`config.mk`:
```
export PLATFORM = sky130hd
export DESIGN_NAME = eff_chain_seq
export DESIGN_NICKNAME = d
export VERILOG_FILES = /design/src/rtl/eff_chain_seq.sv
export SDC_FILE = /design/constraint.sdc
export NUM_CORES = 1
export LEC_CHECK = 0
export CORE_ASPECT_RATIO = 1.1
export CORE_UTILIZATION = 29
export CTS_CLUSTER_SIZE = 12
export DETAILED_ROUTE_END_ITERATION = 6
export GPL_TIMING_DRIVEN = 0
export HOLD_SLACK_MARGIN = 0.06
export PLACE_DENSITY = 0.62
export SYNTH_ARGS = -nofsm -noshare
export SYNTH_HDL_FRONTEND = slang
export SYNTH_SLANG_ARGS = --single-unit
```
`constraint.sdc`:
```
create_clock -name clk -period 3.16 [get_ports clk]
set_clock_uncertainty 0.2 [all_clocks]
set_input_delay 0.79 -clock clk [delete_from_list [all_inputs] [get_ports clk]]
set_output_delay 0.79 -clock clk [all_outputs]
set_load 0.01 [all_outputs]
```
`src/rtl/eff_chain_seq.sv`:
```
// eff_chain_seq: runs one multi-channel frame through NUM_SLOTS external
// effect slots in index order over a valid-pulse handshake. Disabled slots are
// skipped, silent slots are bypassed after TIMEOUT cycles. Sticky per-slot
// timeout flags and an overrun flag report abnormal traffic.
//
//   state   | meaning
//   --------+------------------------------------------------------------
//   S_IDLE  | waiting for vld_i; captures frame and per-frame config
//   S_SCAN  | look at slot idx: issue it, skip it, or emit the frame
//   S_ISSUE | one-cycle strobe of slot_vld_o[idx] with work on slot_data_o
//   S_WAIT  | wait for slot idx to return, or give up after TIMEOUT cycles
module eff_chain_seq #(
   parameter int DATA_WIDTH = 24,
   parameter int NUM_CH     = 2,
   parameter int NUM_SLOTS  = 4,
   parameter int TIMEOUT    = 1023
) (
   input  logic                                  clk,
   input  logic                                  rst,
   input  logic                                  en,
   input  logic [NUM_SLOTS-1:0]                  sel,
   input  logic                                  mono,
   input  logic                                  clr_i,
   input  logic [NUM_CH*DATA_WIDTH-1:0]          data_i,
   input  logic                                  vld_i,
   output logic                                  busy_o,
   output logic [NUM_CH*DATA_WIDTH-1:0]          data_o,
   output logic                                  vld_o,
   output logic [NUM_CH*DATA_WIDTH-1:0]          slot_data_o,
   output logic [NUM_SLOTS-1:0]                  slot_vld_o,
   input  logic [NUM_SLOTS*NUM_CH*DATA_WIDTH-1:0] slot_data_i,
   input  logic [NUM_SLOTS-1:0]                  slot_vld_i,
   output logic [NUM_SLOTS-1:0]                  err_o,
   output logic                                  ovr_o
);

   localparam int FW = NUM_CH * DATA_WIDTH;
   localparam int IW = $clog2(NUM_SLOTS + 1);
   localparam int CW = (TIMEOUT > 1) ? $clog2(TIMEOUT) : 1;
   localparam logic [IW-1:0] IDX_END = IW'(NUM_SLOTS);
   localparam logic [CW-1:0] CNT_TO  = CW'(TIMEOUT - 1);

   typedef enum logic [1:0] {
      S_IDLE,
      S_SCAN,
      S_ISSUE,
      S_WAIT
   } state_t;

   state_t               state_q, state_d;
   logic [IW-1:0]        idx_q, idx_d;
   logic [CW-1:0]        cnt_q, cnt_d;
   logic [FW-1:0]        work_q, work_d;
   logic [FW-1:0]        data_q, data_d;
   logic                 vld_q, vld_d;
   logic [NUM_SLOTS-1:0] act_q, act_d;
   logic                 mono_q, mono_d;
   logic [NUM_SLOTS-1:0] err_q, err_d;
   logic                 ovr_q, ovr_d;

   logic                 cur_act;
   logic                 cur_vld;
   logic [FW-1:0]        cur_data;
   logic [NUM_SLOTS-1:0] idx_oh;
   logic [FW-1:0]        mono_frame;

   // Select the enable, return valid and return frame of the current slot.
   always_comb begin
      cur_act  = 1'b0;
      cur_vld  = 1'b0;
      cur_data = '0;
      idx_oh   = '0;
      for (int s = 0; s < NUM_SLOTS; s++) begin
         if (idx_q == IW'(s)) begin
            cur_act   = act_q[s];
            cur_vld   = slot_vld_i[s];
            cur_data  = slot_data_i[s*FW +: FW];
            idx_oh[s] = 1'b1;
         end
      end
   end

   // Work frame with ch0 replicated onto every channel.
   always_comb begin
      mono_frame = '0;
      for (int c = 0; c < NUM_CH; c++) begin
         mono_frame[c*DATA_WIDTH +: DATA_WIDTH] = work_q[DATA_WIDTH-1:0];
      end
   end

   // Next-state and datapath decisions for the slot walk.
   always_comb begin
      state_d = state_q;
      idx_d   = idx_q;
      cnt_d   = cnt_q;
      work_d  = work_q;
      data_d  = data_q;
      vld_d   = 1'b0;
      act_d   = act_q;
      mono_d  = mono_q;
      err_d   = clr_i ? '0 : err_q;
      ovr_d   = clr_i ? 1'b0 : ovr_q;

      // Frames arriving mid-walk are dropped; set after clear so set wins.
      if (vld_i && (state_q != S_IDLE)) begin
         ovr_d = 1'b1;
      end

      case (state_q)
         S_IDLE: begin
            if (vld_i) begin
               work_d  = data_i;
               act_d   = sel & {NUM_SLOTS{en}};
               mono_d  = mono;
               idx_d   = '0;
               state_d = S_SCAN;
            end
         end
         S_SCAN: begin
            if (idx_q == IDX_END) begin
               data_d  = mono_q ? mono_frame : work_q;
               vld_d   = 1'b1;
               state_d = S_IDLE;
            end else if (cur_act) begin
               state_d = S_ISSUE;
            end else begin
               idx_d = idx_q + IW'(1);
            end
         end
         S_ISSUE: begin
            cnt_d   = '0;
            state_d = S_WAIT;
         end
         S_WAIT: begin
            if (cur_vld) begin
               work_d  = cur_data;
               idx_d   = idx_q + IW'(1);
               state_d = S_SCAN;
            end else if (cnt_q == CNT_TO) begin
               err_d   = err_d | idx_oh;
               idx_d   = idx_q + IW'(1);
               state_d = S_SCAN;
            end else begin
               cnt_d = cnt_q + CW'(1);
            end
         end
         default: state_d = S_IDLE;
      endcase
   end

   // State and datapath registers; reset aborts any frame in flight.
   always_ff @(posedge clk) begin
      if (rst) begin
         state_q <= S_IDLE;
         idx_q   <= '0;
         cnt_q   <= '0;
         work_q  <= '0;
         data_q  <= '0;
         vld_q   <= 1'b0;
         act_q   <= '0;
         mono_q  <= 1'b0;
         err_q   <= '0;
         ovr_q   <= 1'b0;
      end else begin
         state_q <= state_d;
         idx_q   <= idx_d;
         cnt_q   <= cnt_d;
         work_q  <= work_d;
         data_q  <= data_d;
         vld_q   <= vld_d;
         act_q   <= act_d;
         mono_q  <= mono_d;
         err_q   <= err_d;
         ovr_q   <= ovr_d;
      end
   end

   // Issue strobe decoded purely from registers so slots see a clean pulse.
   always_comb begin
      slot_vld_o = '0;
      if (state_q == S_ISSUE) begin
         slot_vld_o = idx_oh;
      end
   end

   assign busy_o      = (state_q != S_IDLE);
   assign data_o      = data_q;
   assign vld_o       = vld_q;
   assign slot_data_o = work_q;
   assign err_o       = err_q;
   assign ovr_o       = ovr_q;

endmodule

```
==> results of run 1 <==
## final cells by class
| class | instances | area [sq um] | area share [%] |
|---|---|---|---|
| Multi-Input combinational cell | 564 | 3770 | 33.8 |
| Timing Repair Buffer | 360 | 3600 | 32.2 |
| Sequential cell | 122 | 2440 | 21.8 |
| Clock buffer | 22 | 454 | 4.06 |
| Buffer | 78 | 379 | 3.39 |
| Tap cell | 295 | 369 | 3.30 |
| Clock inverter | 8 | 97.6 | 0.873 |
| Inverter | 13 | 48.8 | 0.436 |
| Antenna cell | 7 | 17.5 | 0.157 |
## cell families (layout without fill, tap and decap cells)
logic type / Yosys count / in the layout / synth area share [%]
other cells: 0 / 7 / 0
fa+ha+maj: 12 / 12 / 2.28
compound gates: 269 / 269 / 31.6
mux: 28 / 28 / 4.32
buf+inv: 94 / 481 / 6.16
simple gates: 248 / 248 / 17.7
flops: 122 / 122 / 37.0
xor+xnor: 7 / 7 / 0.929
## routing by layer
metal | track usage (%) | vias up | wire [um]
met5 | 0 | - | 0
met4 | 10.1 | 0 | 832
met3 | 7.63 | 48 | 2340
met2 | 47.0 | 319 | 15800
met1 | 31.7 | 3589 | 12900
li1 | - | 3674 | -
## synth_stat cells, types with 2 or more instances
library cell	instances	share of area [%]
nand3_1	11	0.83
clkbuf_1	56	3.2
o21bai_1	2	0.23
a21oi_1	83	6.3
inv_1	13	0.74
a22o_1	48	6.4
nor2_1	96	5.5
a211oi_1	24	2.7
xnor2_1	7	0.93
nand3b_1	2	0.23
dfxtp_1	122	37
nor4_1	7	0.66
a221o_1	49	7.4
and3_1	3	0.28
nand2_1	62	3.5
buf_6	5	0.85
ha_1	12	2.3
a32oi_1	49	6.5
buf_2	13	0.99
and2_1	5	0.47
mux2i_1	24	3.6
nand2b_1	51	4.8
a22oi_1	5	0.57
nor4b_1	2	0.27
nor2b_1	2	0.19
buf_1	7	0.40
mux2_1	4	0.68
nand4_1	2	0.19
## worst max-delay path, cell delays in order (launching register included)
cell             delay, ns
dfxtp_1               0.40
ha_1                  0.23
ha_4                  0.18
clkbuf_8              0.18
and2_1                0.14
clkdlybuf4s50_1       0.53
## where the power goes
group	internal (uW)	leakage, uW	switching [uW]
registers	1640	0.000991	140
logic	886	0.00263	744
clock network	1170	0.000274	660
## through the flow
stage	hold slack (ns)	setup TNS [ns]	setup WS, ns
detailed placement	0.247	-0.493	-0.292
floorplan	0.232	0	0.682
CTS	0.257	0	0.0214
global placement	0.241	-0.434	-0.275
global route	0.280	-0.0513	-0.0189
finish	0.253	0	0.0934
## how the worst max path moves through the flow
stage	slack, ns	endpoint	cells after the start
2_1_floorplan	0.68	slot_vld_o[2]	6
3_3_place_gp	-0.28	slot_vld_o[2]	7
3_5_place_dp	-0.29	slot_vld_o[2]	7
4_1_cts	0.02	slot_vld_o[3]	5
5_1_grt	-0.02	slot_data_o[30]	10
6_report	0.09	slot_vld_o[3]	5
## sequential cells by signal, summed over array words and instances, names as in the netlist
signal / cells
ovr_o: 1
act_q: 4
vld_o: 1
idx_q: 3
data_o: 48
err_o: 4
cnt_q: 10
mono_q: 1
state_q: 2
slot_data_o: 48
## layout by cell type (no fill, tap or decap), types with 3 or more instances in the layout
cell             instances
nor2_1                  96
diode_2                  7
a32oi_1                 49
buf_6                    5
and3_1                   3
mux2i_1                 24
buf_2                   10
dfxtp_1                122
clkdlybuf4s50_1        359
clkbuf_16               17
nor4_1                   7
a22o_1                  48
clkinv_2                 4
and2_1                   5
ha_1                    10
inv_1                   12
nand2b_1                51
a22oi_1                  5
a21oi_1                 83
xnor2_1                  7
nand3_1                 11
mux2_1                   4
a211oi_1                24
a221o_1                 49
buf_1                    7
nand2_1                 62
clkbuf_1                56
## timing repair
action / 4_1_cts / 5_1_grt
buffers inserted: 0 / 1
endpoints found under the setup margin: 3 / 3
gates resized for setup: 13 / 2
==> metrics.txt, run 1 <==
status completed; max_slew headroom 45.2%; layout cells sized above 1 ~4.6%; Async SR Flop Fraction 0%; crit path kind reg2out; synth warn 0; vias per cell 5.19; wirelength, routed 31.9 mm; average size of a mapped cell about 8.5 sq um; Hold/Removal Path Class reg2reg; path depth of the worst reg2reg path 10; hold path startpoint data_o[16]; Pre-antenna DRT Iters 5; final instance area roughly 0.011 sq mm; hold-critical path depth 2; Worst-Margin Slew 0.811 ns; clk_lat worst skew between 0.4 and 0.5 ns; antenna violations before repair 7; unrepaired setup endpoints after global routing yes; remaining antenna violation count 0; period utilisation layout 97.0%; flop and latch count out of synthesis 122; DRT iter0 DRCs between 400 and 500; final worst path period need 3.07 ns; hold_buf cts 0; Area growth, synth to finish 69.5%; Reg-to-Reg End slot_data_o[30]; end-of-flow core utilization around 50%; register area share after synthesis 37.0%; fmax 326 MHz; grt ovf 0; P per Cell Area 468 mW/mm^2; CP endpoint kind output port; Worst EP required approximately 2.2 ns; Placer Congestion 0.911; VDD IR-drop max around 0.00024 V; Startpoint Class register; first-pass GRT wire length 47.6 mm; Overall Global Routing Usage 27.2%; dominant synthesized flop cell dfxtp_1; FF-to-FF setup slack 0.15 ns; number of synthesized flops with an enable pin 0; Worst Setup SP idx_q[1]; pin count of the biggest net entering global routing 20; Worst Hold End data_o[16]; routed len/inst around 22 um; Worst Path Arrival 2.08 ns; vias 7630; fin cells about 1500; area post-placement approximately 0.011 sq mm; cell row count 57; initial core utilization 29.8%; core area 0.0222 sq mm; syn nets 1046; CTS Buf Count 17; Pwr Total 5230 uW; DP Cell Count 1434; max-slew violation count 0; DIE HEIGHT between 150 and 200 um; H-tree depth 4; Setup violations, final 0; Worst-path clk slew ~0.050 ns; Final nets 1422; Post-DP HPWL 25.9 mm; Clock Tree Buf Depth 2; cell area after synthesis 0.00660 sq mm; Post-Synthesis Cells a little under 800; r2r startpoint idx_q[2]; vias in the first global route 7750; CP max FO 10; IO Count 361; # port buffers 359; endpoints failing hold 0; CTS tree built; P_leak between 0.003 and 0.004 uW; CTS sink count 122; Max-cap violations 0; Unique masters post-synth 42; Die X 146 um; CTS root buf clkbuf_16; die area 0.0234 sq mm; Fillers about 2100; Remaining DRCs 0
Note: power is estimated with default switching activity, not from simulation.
==> run 2: changes to the inputs <==
- SKIP_LAST_GASP: not set -> 1
==> metrics.txt, run 2 (synthesized netlist as in run 1, its figures left out) <==
Startpoint Class register; Worst-Margin Slew ~0.86 ns; multi-input combinational cell area around 0.0038 sq mm; VDD IR-drop max 0.000241 V; period utilisation layout 98.0%; Hold/Removal Path Class reg2reg; CTS sink count 122; leading cell type in the layout, fill and taps excluded clkdlybuf4s50_1; Overall Global Routing Usage 27.1%; H-tree depth 4; Max stage delay on crit path 0.53 ns; wirelength, routed 31.8 mm; delay-heaviest family, CP buffers and inverters; fmax between 300 and 400 MHz; Worst Path Arrival roughly 2.1 ns; vias per cell 5.24; DP Cell Count 1434; clk_lat worst skew 0.41 ns; cell row count 57; P per Cell Area 468 mW/mm^2; status completed; vias in the first global route 7744; Worst-path clk slew 0.05 ns; Pre-antenna DRT Iters 5; Clock Tree Buf Depth 2; crit-path cells inv_1, ha_1, buf_8, and2_1, clkdlybuf4s50_1; endpoints failing hold 0; Post-DP HPWL 25.9 mm; crit path max-delay cell type clkdlybuf4s50_1; remaining antenna violation count 0; grt met1 use 32.0%; antenna violations before repair 6; Fillers 2133; first-pass GRT wire length ~47 mm; CTS root buf clkbuf_16; final worst path period need 3.10 ns; hold_buf cts 0; end-of-flow core utilization 50.4%; Setup violations, final 0; initial core utilization 29.8%; Max-cap violations 0; FF/Latch Area 0.00244 sq mm; P_leak 0.00390 uW; pin count of the biggest net entering global routing 20; CTS Buf Count 17; Final nets 1423; die area 0.0234 sq mm; Worst EP required roughly 2.2 ns; Placer Congestion 0.911; DIE HEIGHT roughly 160 um; vias 7693; layout cells sized above 1 4.54%; IO Count 361; Die X 146 um; Remaining DRCs 0; grt ovf 0; max-slew violation count 0; met3 usage under 10%; critical path buffer and inverter count 3; most frequent cells in the layout 359 x clkdlybuf4s50_1, 122 x dfxtp_1, 96 x nor2_1; Area growth, synth to finish 69.3%; # port buffers between 300 and 400; crit path kind reg2out; CP max FO 28; GRT busiest layer met2; CP endpoint kind output port; core area 0.0222 sq mm; DRT iter0 DRCs 432; routed len/inst 21.6 um; fin cells 1469; met2 GRT Util ~47%; CTS tree built; unrepaired setup endpoints after global routing yes; max_slew headroom between 40% and 50%
[run 2: changes by cell type in the layout (fill, tap and decap cells not counted), sizes merged]
cell,delta
buf,+1
diode,-1
[run 2: timing repair]
item	4_1_cts	5_1_grt
resized for setup	7	3
setup endpoints to repair	3	3
endpoints found under the hold margin	0	0
setup buffers	0	3
[run 2: final timing paths]
path / from / to / slack [ns] / cells past startpoint
hold / removal: data_o[16] / data_o[16] / 0.25 / 2
hold reg to reg: data_o[16] / data_o[16] / 0.25 / 2
setup / recovery: idx_q[0] / slot_vld_o[2] / 0.06 / 5
setup reg to reg: idx_q[2] / slot_data_o[30] / 0.13 / 10
[run 2: final cells by class]
cell class	count	share of cell area [%]
flip-flops and latches	122	21.9
plain buffers	77	3.26
clock buffers	22	4.07
inverters	13	0.437
repair buffers	362	32.4
well taps	295	3.30
diodes	6	0.134
clock inverters	8	0.874
multi-input cells	564	33.7
[run 2: layer usage]
metal / vias up / wire (um)
li1: 3675 / -
met1: 3636 / 12700
met2: 338 / 15700
met3: 44 / 2570
met4: 0 / 838
met5: - / 0
[run 2: power breakdown]
group	total, uW	internal (uW)	switching, uW	leakage (uW)
Combinational	1620	884	738	0.00263
Sequential	1780	1640	141	0.000991
Clock	1820	1170	657	0.000274
[run 2: worst register-to-register path, cell delays in order, from the launching register on]
cell,delay (ns)
dfxtp_1,0.30
buf_2,0.21
inv_1,0.12
ha_4,0.20
buf_4,0.15
nor2_1,0.24
clkbuf_1,0.52
clkbuf_1,0.47
a32oi_1,0.19
a21oi_1,0.23
a22o_1,0.14
[run 2: stage by stage]
stage	cell area (sq um)	setup WS, ns	setup TNS [ns]	power, uW	hold slack [ns]
detailed placement	10600	-0.292	-0.493	3410	0.247
global route	11200	-0.0411	-0.0503	5450	0.280
global placement	10600	-0.275	-0.434	3400	0.241
CTS	11100	-0.207	-0.207	5250	0.257
finish	11200	0.0625	0	5220	0.253
floorplan	6600	0.682	0	2600	0.232
